`src/rtl/bcd_disp_pkg.sv`:
```
// Shared constants for the BCD counter display: active-low segment codes
// in {a,b,c,d,e,f,g} order and the BCD-to-segment decoder.
package bcd_disp_pkg;

  localparam logic [6:0] SEG_0     = 7'b0000001;
  localparam logic [6:0] SEG_1     = 7'b1001111;
  localparam logic [6:0] SEG_2     = 7'b0010010;
  localparam logic [6:0] SEG_3     = 7'b0000110;
  localparam logic [6:0] SEG_4     = 7'b1001100;
  localparam logic [6:0] SEG_5     = 7'b0100100;
  localparam logic [6:0] SEG_6     = 7'b0100000;
  localparam logic [6:0] SEG_7     = 7'b0001111;
  localparam logic [6:0] SEG_8     = 7'b0000000;
  localparam logic [6:0] SEG_9     = 7'b0000100;
  localparam logic [6:0] SEG_BLANK = 7'h7F;

  localparam int unsigned AN_W = 8;

  function automatic logic [6:0] seg7(input logic [3:0] i_bcd);
    case (i_bcd)
      4'd0:    return SEG_0;
      4'd1:    return SEG_1;
      4'd2:    return SEG_2;
      4'd3:    return SEG_3;
      4'd4:    return SEG_4;
      4'd5:    return SEG_5;
      4'd6:    return SEG_6;
      4'd7:    return SEG_7;
      4'd8:    return SEG_8;
      4'd9:    return SEG_9;
      default: return SEG_BLANK;
    endcase
  endfunction

endpackage

```
`src/rtl/bcd_counter_display_digit.sv`:
```
// One registered BCD digit. Steps up or down when its carry/borrow input is
// set; carry/borrow outputs are combinational so a full chain settles in one cycle.
module bcd_digit
  import bcd_disp_pkg::*;
(
  input  logic       i_clk,
  input  logic       i_rst,
  input  logic       i_clr,
  input  logic       i_up_dn,
  input  logic       i_carry_in,
  input  logic       i_borrow_in,
  output logic [3:0] o_digit,
  output logic       o_carry_out,
  output logic       o_borrow_out
);

  logic [3:0] r_digit;
  logic       w_at9;
  logic       w_at0;

  // Anything at or above 9 rolls to 0 so a corrupted code self-heals.
  assign w_at9 = (r_digit >= 4'd9);
  assign w_at0 = (r_digit == 4'd0);

  assign o_carry_out  = i_up_dn & i_carry_in & w_at9;
  assign o_borrow_out = ~i_up_dn & i_borrow_in & w_at0;
  assign o_digit      = r_digit;

  always_ff @(posedge i_clk) begin
    if (i_rst) begin
      r_digit <= 4'd0;
    end else if (i_clr) begin
      r_digit <= 4'd0;
    end else if (i_up_dn && i_carry_in) begin
      r_digit <= w_at9 ? 4'd0 : r_digit + 4'd1;
    end else if (!i_up_dn && i_borrow_in) begin
      r_digit <= w_at0 ? 4'd9 : r_digit - 4'd1;
    end
  end

endmodule

```
`src/rtl/bcd_counter_display.sv`:
```
// Prescaled multi-digit BCD up/down counter with a time-multiplexed,
// active-low 7-segment scan driver and optional leading-zero blanking.
module bcd_counter_display
  import bcd_disp_pkg::*;
#(
  parameter int unsigned CLK_FREQ_HZ = 100_000_000,
  parameter int unsigned TICK_HZ     = 1,
  parameter int unsigned REFRESH_HZ  = 1000,
  parameter int unsigned NUM_DIGITS  = 4,
  parameter int unsigned BLANK_LZ    = 1
) (
  input  logic                    CLK100MHZ,
  input  logic                    RST,
  input  logic                    EN,
  input  logic                    UP_DN,
  input  logic                    CLR,
  output logic [AN_W-1:0]         AN,
  output logic [6:0]              OUT,
  output logic [4*NUM_DIGITS-1:0] COUNT,
  output logic                    WRAP
);

  localparam int unsigned TICK_DIV   = CLK_FREQ_HZ / TICK_HZ;
  localparam int unsigned SCAN_RAW   = CLK_FREQ_HZ / (REFRESH_HZ * NUM_DIGITS);
  localparam int unsigned SCAN_DIV   = (SCAN_RAW < 1) ? 1 : SCAN_RAW;
  localparam int unsigned PRE_W      = (TICK_DIV > 1) ? $clog2(TICK_DIV) : 1;
  localparam int unsigned SCAN_W     = (SCAN_DIV > 1) ? $clog2(SCAN_DIV) : 1;
  localparam int unsigned IDX_W      = (NUM_DIGITS > 1) ? $clog2(NUM_DIGITS) : 1;

  logic [PRE_W-1:0]  r_presc;
  logic [SCAN_W-1:0] r_scan_div;
  logic [IDX_W-1:0]  r_idx;
  logic              r_wrap;
  logic [AN_W-1:0]   r_an;
  logic [6:0]        r_out;

  logic              w_tick;
  logic              w_step;
  logic              w_scan_tc;
  logic              w_carry  [NUM_DIGITS+1];
  logic              w_borrow [NUM_DIGITS+1];
  logic [3:0]        w_digit  [NUM_DIGITS];
  logic [NUM_DIGITS:0] w_allz;
  logic [3:0]        w_cur;
  logic              w_blank;

  assign w_tick    = (r_presc == PRE_W'(TICK_DIV - 1));
  assign w_step    = w_tick & EN;
  assign w_scan_tc = (r_scan_div == SCAN_W'(SCAN_DIV - 1));

  always_ff @(posedge CLK100MHZ) begin
    if (RST) begin
      r_presc <= '0;
    end else if (CLR || w_tick) begin
      r_presc <= '0;
    end else begin
      r_presc <= r_presc + PRE_W'(1);
    end
  end

  assign w_carry[0]  = w_step;
  assign w_borrow[0] = w_step;

  for (genvar g = 0; g < NUM_DIGITS; g++) begin : g_digit
    bcd_digit u_digit (
      .i_clk        (CLK100MHZ),
      .i_rst        (RST),
      .i_clr        (CLR),
      .i_up_dn      (UP_DN),
      .i_carry_in   (w_carry[g]),
      .i_borrow_in  (w_borrow[g]),
      .o_digit      (w_digit[g]),
      .o_carry_out  (w_carry[g+1]),
      .o_borrow_out (w_borrow[g+1])
    );
    assign COUNT[4*g +: 4] = w_digit[g];
  end

  // A carry or borrow falling off the top digit is the rollover.
  always_ff @(posedge CLK100MHZ) begin
    if (RST || CLR) begin
      r_wrap <= 1'b0;
    end else begin
      r_wrap <= w_carry[NUM_DIGITS] | w_borrow[NUM_DIGITS];
    end
  end

  always_ff @(posedge CLK100MHZ) begin
    if (RST) begin
      r_scan_div <= '0;
      r_idx      <= '0;
    end else if (w_scan_tc) begin
      r_scan_div <= '0;
      r_idx      <= (r_idx == IDX_W'(NUM_DIGITS - 1)) ? '0 : r_idx + IDX_W'(1);
    end else begin
      r_scan_div <= r_scan_div + SCAN_W'(1);
    end
  end

  // w_allz[i] is set when digits i..NUM_DIGITS-1 are all zero.
  always_comb begin
    w_allz = '0;
    w_allz[NUM_DIGITS] = 1'b1;
    for (int i = NUM_DIGITS - 1; i >= 0; i--) begin
      w_allz[i] = w_allz[i+1] & (w_digit[i] == 4'd0);
    end
  end

  always_comb begin
    w_cur   = 4'd0;
    w_blank = 1'b0;
    for (int i = 0; i < NUM_DIGITS; i++) begin
      if (r_idx == IDX_W'(i)) begin
        w_cur   = w_digit[i];
        w_blank = (BLANK_LZ != 0) && (i != 0) && w_allz[i];
      end
    end
  end

  always_ff @(posedge CLK100MHZ) begin
    if (RST) begin
      r_an  <= {AN_W{1'b1}};
      r_out <= SEG_BLANK;
    end else begin
      r_an  <= ~(AN_W'(1) << r_idx);
      r_out <= w_blank ? SEG_BLANK : seg7(w_cur);
    end
  end

  assign AN   = r_an;
  assign OUT  = r_out;
  assign WRAP = r_wrap;

endmodule
```
`config.mk`:
```
export PLATFORM = sky130hd
export DESIGN_NAME = bcd_counter_display
export DESIGN_NICKNAME = d
export VERILOG_FILES = /design/src/rtl/bcd_disp_pkg.sv /design/src/rtl/bcd_counter_display_digit.sv /design/src/rtl/bcd_counter_display.sv
export SDC_FILE = /design/constraint.sdc
export NUM_CORES = 1
export LEC_CHECK = 0
export CAP_MARGIN = 10
export CELL_PAD_IN_SITES_DETAIL_PLACEMENT = 0
export CELL_PAD_IN_SITES_GLOBAL_PLACEMENT = 1
export CORE_MARGIN = 8
export CORE_UTILIZATION = 45
export CTS_CLUSTER_SIZE = 25
export DETAILED_ROUTE_END_ITERATION = 6
export GPL_TIMING_DRIVEN = 0
export PLACE_DENSITY = 0.86
export SYNTH_ARGS = -nofsm -noshare
export SYNTH_HDL_FRONTEND = slang
export SYNTH_HIERARCHICAL = 1
export SYNTH_SLANG_ARGS = --single-unit
```
`constraint.sdc`:
```
create_clock -name CLK100MHZ -period 8.3 [get_ports CLK100MHZ]
set_clock_uncertainty 0.05 [all_clocks]
set_input_delay 1.245 -clock CLK100MHZ [delete_from_list [all_inputs] [get_ports CLK100MHZ]]
set_output_delay 1.245 -clock CLK100MHZ [all_outputs]
set_load 0.005 [all_outputs]
```
### Word level (Yosys, flattened, before mapping)

Memory sizes are Yosys's and may differ from the RTL's. A register that Yosys moved wholly into a read port is not among the register bits.
Cells that the tools add are included.

* bits in latches: 0
* memory bits (read-only): 112
* memories: 1
* logic and storage cells: 101
* input port bits: 5
* register bits after elaboration: 69
* bits in writable memories: 0

Memory list
* (name not given): depth 16, bits a word 7, rd ports 1, clocked after memory_dff 1, wr ports 0, line bcd_disp_pkg.sv:20 `case (i_bcd)`

* $lt $le $gt $ge: 4
* shift operators: 1
* multiplexer cells: 24
* add/subtract/negate cells: 11
* div/mod/pow operators: 0
* equality and inequality tests: 5
* multiply operators: 0
* bitwise gates (word level): 22
* reduce and logical (&&, ||, !) cells: 24

Operators with widths (count)
* 2-to-1 mux 4 bit: 20
* adder 27 x 1 -> 27 bit (second input constant): 1
* equality test 27 bit (second input constant): 1
* bitwise AND 1 bit: 19
* adder 4 x 1 -> 4 bit (second input constant): 4
* greater-or-equal comparator 4 bit (second input constant): 4
* logical NOT 4 bit: 4
* subtractor 4 x 1 -> 4 bit (second input constant): 4
* adder 15 x 1 -> 15 bit (second input constant): 1
* equality test 15 bit (second input constant): 1
* logical AND 1 bit: 8
* NOT 8 bit: 1
* nonzero test 2 bit: 4
* OR reduction 2 bit: 4
* left shift 1 x 2 -> 8 bit (first input constant): 1
* equality test 2 bit (second input constant): 2
* 2-to-1 mux 1 bit: 3
* adder 2 x 1 -> 2 bit (second input constant): 1
* equality test 2 x 1 -> 1 bit (second input constant): 1
* logical NOT 2 bit: 1
* logical OR 1 bit: 2
* 2-to-1 mux 2 bit: 1
* logical NOT 1 bit: 1
* NOT 1 bit: 1
* OR 1 bit: 1

### Longest topological paths before layout

* depth in word-level cells: 11
* gate-level depth with buffers: 15
* gate-level depth less buffers: 14

### Hierarchy

The synthesis kept the hierarchy.

Modules (own cells, without submodules)
* bcd_counter_display: sequential area each 1121.1 um2, area each 2748.9 um2, cells each 316, instances 1
* bcd_digit: sequential area each 80.1 um2, area each 376.6 um2, cells each 46, instances 4

### Worst setup path before layout

Ideal clock, no wire load.

* path kind: input-to-reg
* start point: in EN
* end point: reg g_digit[3].u_digit.r_digit[2]
* path buffers: 1
* arrival time: 3.384 ns
* required time: 8.155 ns
* cell stages on the path: 12
* setup time: 0.095 ns
* path slack: 4.771 ns
* cell sequence: inv_1 nor3_1 nand2_1 nor3_1 nand2_1 nor3_1 nand2_1 nor3_1 and2_1 clkbuf_2 o211ai_1 a221oi_1

RTL lines
* start, declared: line bcd_counter_display.sv:14 `input logic EN,`
* end signal, assigned: line bcd_counter_display_digit.sv:35 `r_digit <= w_at9 ? 4'd0 : r_digit + 4'd1;`
* end signal, assigned: line bcd_counter_display_digit.sv:37 `r_digit <= w_at0 ? 4'd9 : r_digit - 4'd1;`
* end, declared: line bcd_counter_display_digit.sv:17 `logic [3:0] r_digit;`

==> impl_metrics.csv <==
group,metric,value,unit
outcome,status,"finished clean",
power_and_ir_drop,p_switching,161,uW
grt,grt_antenna_before_repair,0,
routing,wl_per_cell,14.3,microns
worst_setup_path,crit_path_start_kind,"primary input",
power_and_ir_drop,ir_drop,0.0706,mV
floorplan,rows,35,
floorplan,die_h,113,microns
worst_setup_path,rr_worst_depth,13,
final_layout,n_antenna_cell,0,
power_and_ir_drop,comb_power_share,0.037,
power_and_ir_drop,intPower,471,uW
routing,wirelength,9470,microns
worst_hold_path,hp-class,"reg -> reg",
grt,grt_max_degree,17,
timing,period_share,0.529,
yosys,synth_edf_count,0,
final_layout,syn2layout_area_growth,15.2,%
floorplan,die_x,113,microns
grt,overflow,0,
timing,period_needed,4.39,ns
floorplan,start_util,0.463,
clocking,clock-sinks,72,
timing,slew_violations,0,
routing,vias,3619,
clocking,numCtsBuffers,9,
floorplan,ioPinCount,37,
yosys,synth_top_cells_by_area,"dfxtp_1 (34%), ha_1 (7.1%), nor2_1 (6.0%), xor2_1 (4.9%), nand2_1 (3.7%)",
floorplan,core,9200,sq um
power_and_ir_drop,powerDensity,129,nW/um^2
worst_setup_path,crit_path_end,"g_digit[3].u_digit/o_digit[3]",
placement,dp_hpwl,6990,microns
yosys,yosys.cell_types.count,61,
worst_setup_path,end_kind,"flip-flop",
grt,grt_pass1_wl,16100,microns
run,drv_cap,0,
worst_setup_path,timing.rr.end,"g_digit[3].u_digit/o_digit[3]",
power_and_ir_drop,p_sw_frac,0.254,
worst_setup_path,r2r_setup_slack,4.17,ns
yosys,async_flop_share,0,
yosys,ys_ff_latch,72,
worst_setup_path,critPathMaxFanout,5,
yosys,yosysSeqAreaShare,0.339,
routing,first_pass_iters,4,
clocking,cts_tree,"built",
yosys,synth_area_leader_cell,"dfxtp_1",
timing,setup_viol,0,
power_and_ir_drop,p_seq_frac,0.555,
routing,drtAntennaViolNets,0,
clocking,clk_latency,0.34,ns
clocking,root_buffer,"clkbuf_8",
yosys,syn_inst,500,
timing,slew_headroom,0.561,
final_layout,fillerInstances,882,
clocking,clk_pin_slew,0.09,ns
yosys,yosysWarnings,6,
final_layout,fin_nets,575,
worst_setup_path,path_class,"in -> reg",
worst_setup_path,arrival,4.59,ns
placement,gp_congestion,0.832,
final_layout,drive_gt1_frac,0.125,
clocking,cts-resized-gates,0,
clocking,clock_path_buffers,2,
routing,first_iter_violations,179,
power_and_ir_drop,power_leakage,0.00185,uW
timing,final.setup.tns,0,ns
routing,vias_per_cell,5.47,
power_and_ir_drop,clockPowerShare,0.408,
grt,grt_usage,0.150,
grt,grt_pass1_vias,3466,
timing,final_hold_viol_count,0,
timing,max_slew.worst_pin.slew,0.659,ns
timing,fmaxAchievable,228,MHz
yosys,netlist.area_leader.share,0.339,
clocking,h-tree-depth,3,
worst_setup_path,required,8.50,ns
timing,rsz0062_at_grt,"false",
routing,drc,0,
yosys,synth_ff_type,"dfxtp_1",
worst_setup_path,r2r-start,"r_presc[14]",
clocking,cts_hold_buffers,0,
final_layout,regArea,1440,sq um
floorplan,die_area,12800,sq um
worst_setup_path,worstSetupStartpoint,"EN",
final_layout,multiInputGateArea,2600,sq um
placement,io_buffers,32,
yosys,synth.cell_area,4260,sq um
clocking,post_cts_buffers,0,
yosys,synth_area_per_cell,8.51,sq um
timing,whs,0.406,ns
[power by group through the flow]
stage                     Combinational [uW]  Sequential [uW]  Clock [uW]
after floorplan                         12.9              359           0
after global placement                  23.6              359           0
after detailed placement                23.8              359           0
after CTS                               23.8              351         265
after global routing                    26.4              351         283
final                                   23.7              351         257
[layout by cell type (no fill, tap or decap), types with 9 or more instances in the layout]
cell,Yosys,routed
a21oi_1,11,11
clkbuf_8,0,9
clkdlybuf4s50_1,0,32
dfxtp_1,72,72
ha_1,24,24
inv_1,23,23
nand2_1,42,42
nand2b_1,11,11
nand3_1,18,18
nand4_1,11,11
nor2_1,68,68
nor3_1,14,14
o211ai_1,16,16
o21ai_0,15,15
xnor2_1,10,10
xor2_1,24,24
[cell type report]
class / count / share of cell area
tap: 111 / 0.0283
timing repair buffer: 32 / 0.0653
inverter: 23 / 0.0176
clock inverter: 7 / 0.0110
clock buffer: 9 / 0.0253
multi-input combinational: 389 / 0.530
sequential: 72 / 0.294
buffer: 19 / 0.0288
[cell families (layout without fill, tap and decap cells)]
kind of cell	after synthesis	after routing	share of synthesized area
and+or+nand+nor	234	234	0.296
AOI/OAI and AO/OA	90	90	0.163
DFF	72	72	0.339
buffers and inverters	42	90	0.0535
xor gates and xnor gates	34	34	0.0700
adders and majority gates	24	24	0.0706
muxes	3	3	0.00735
other	1	4	0.000881
[flip-flops by register name (all words and copies together), names as in the netlist]
signal,flops
r_scan_div,15
r_presc,27
AN,4
r_idx,2
OUT,7
g_digit.u_digit/o_digit,16
WRAP,1
[worst min path at each step]
stage	slack, ns	startpoint	to	cells after the start
2_1_floorplan	0.37	r_scan_div[0]	r_scan_div[0]	1
3_3_place_gp	0.38	r_scan_div[0]	r_scan_div[0]	1
3_5_place_dp	0.39	r_scan_div[0]	r_scan_div[0]	1
4_1_cts	0.41	r_scan_div[0]	r_scan_div[0]	1
5_1_grt	0.43	r_scan_div[0]	r_scan_div[0]	1
6_report	0.41	r_scan_div[0]	r_scan_div[0]	1
[routing by layer]
metal	track usage	wire length [microns]	vias up
met3	0.0367	437	12
met4	0.0577	148	0
li1	-	-	1857
met5	0	0	-
met2	0.238	4270	78
met1	0.192	4620	1672
[synth_stat cells, types with 3 or more instances]
master,instances
and2b_2,4
and3b_2,4
a31oi_1,5
a21oi_1,11
nand3_1,18
o31ai_1,4
clkbuf_2,4
nor3_1,14
a221oi_2,4
or3b_4,4
xnor2_1,10
a311oi_1,5
and4_1,3
o211ai_1,16
inv_1,23
o21ai_0,15
nor2_1,68
a21o_1,4
a221oi_1,8
o311a_1,4
dfxtp_1,72
nand4_1,11
or2_2,5
and2_1,8
or3_1,3
nor3b_1,5
buf_6,5
ha_1,24
or3_2,4
nand2b_1,11
and3_1,6
xor2_1,24
nor4_1,8
buf_4,7
and2b_1,4
o21bai_1,4
nand2_1,42
[worst max-delay path, stage by stage]
cell and delay [ns]:
clkdlybuf4s50_1 0.45, inv_1 0.04, nor3_1 0.33, nand2_1 0.19, nor3_1 0.36, nand2_1 0.21, nor3_1 0.43, nand2_1 0.23
nor3_1 0.33, nand2_1 0.22, o311a_1 0.38, nor4_1 0.18
[metrics by stage]
step / total power, uW / setup slack (ns) / cell area (sq um) / utilization / cells
after floorplan: 372 / 4.77 / 4270 / - / 503
after global placement: 382 / 3.66 / 4730 / 0.514 / 646
after detailed placement: 383 / 3.63 / 4730 / 0.514 / 646
after CTS: 640 / 3.99 / 4900 / 0.533 / 662
after global routing: 661 / 3.41 / 4900 / 0.533 / 662
final: 632 / 3.91 / 4900 / 0.533 / 662
Power figures use the tool's default switching activity.
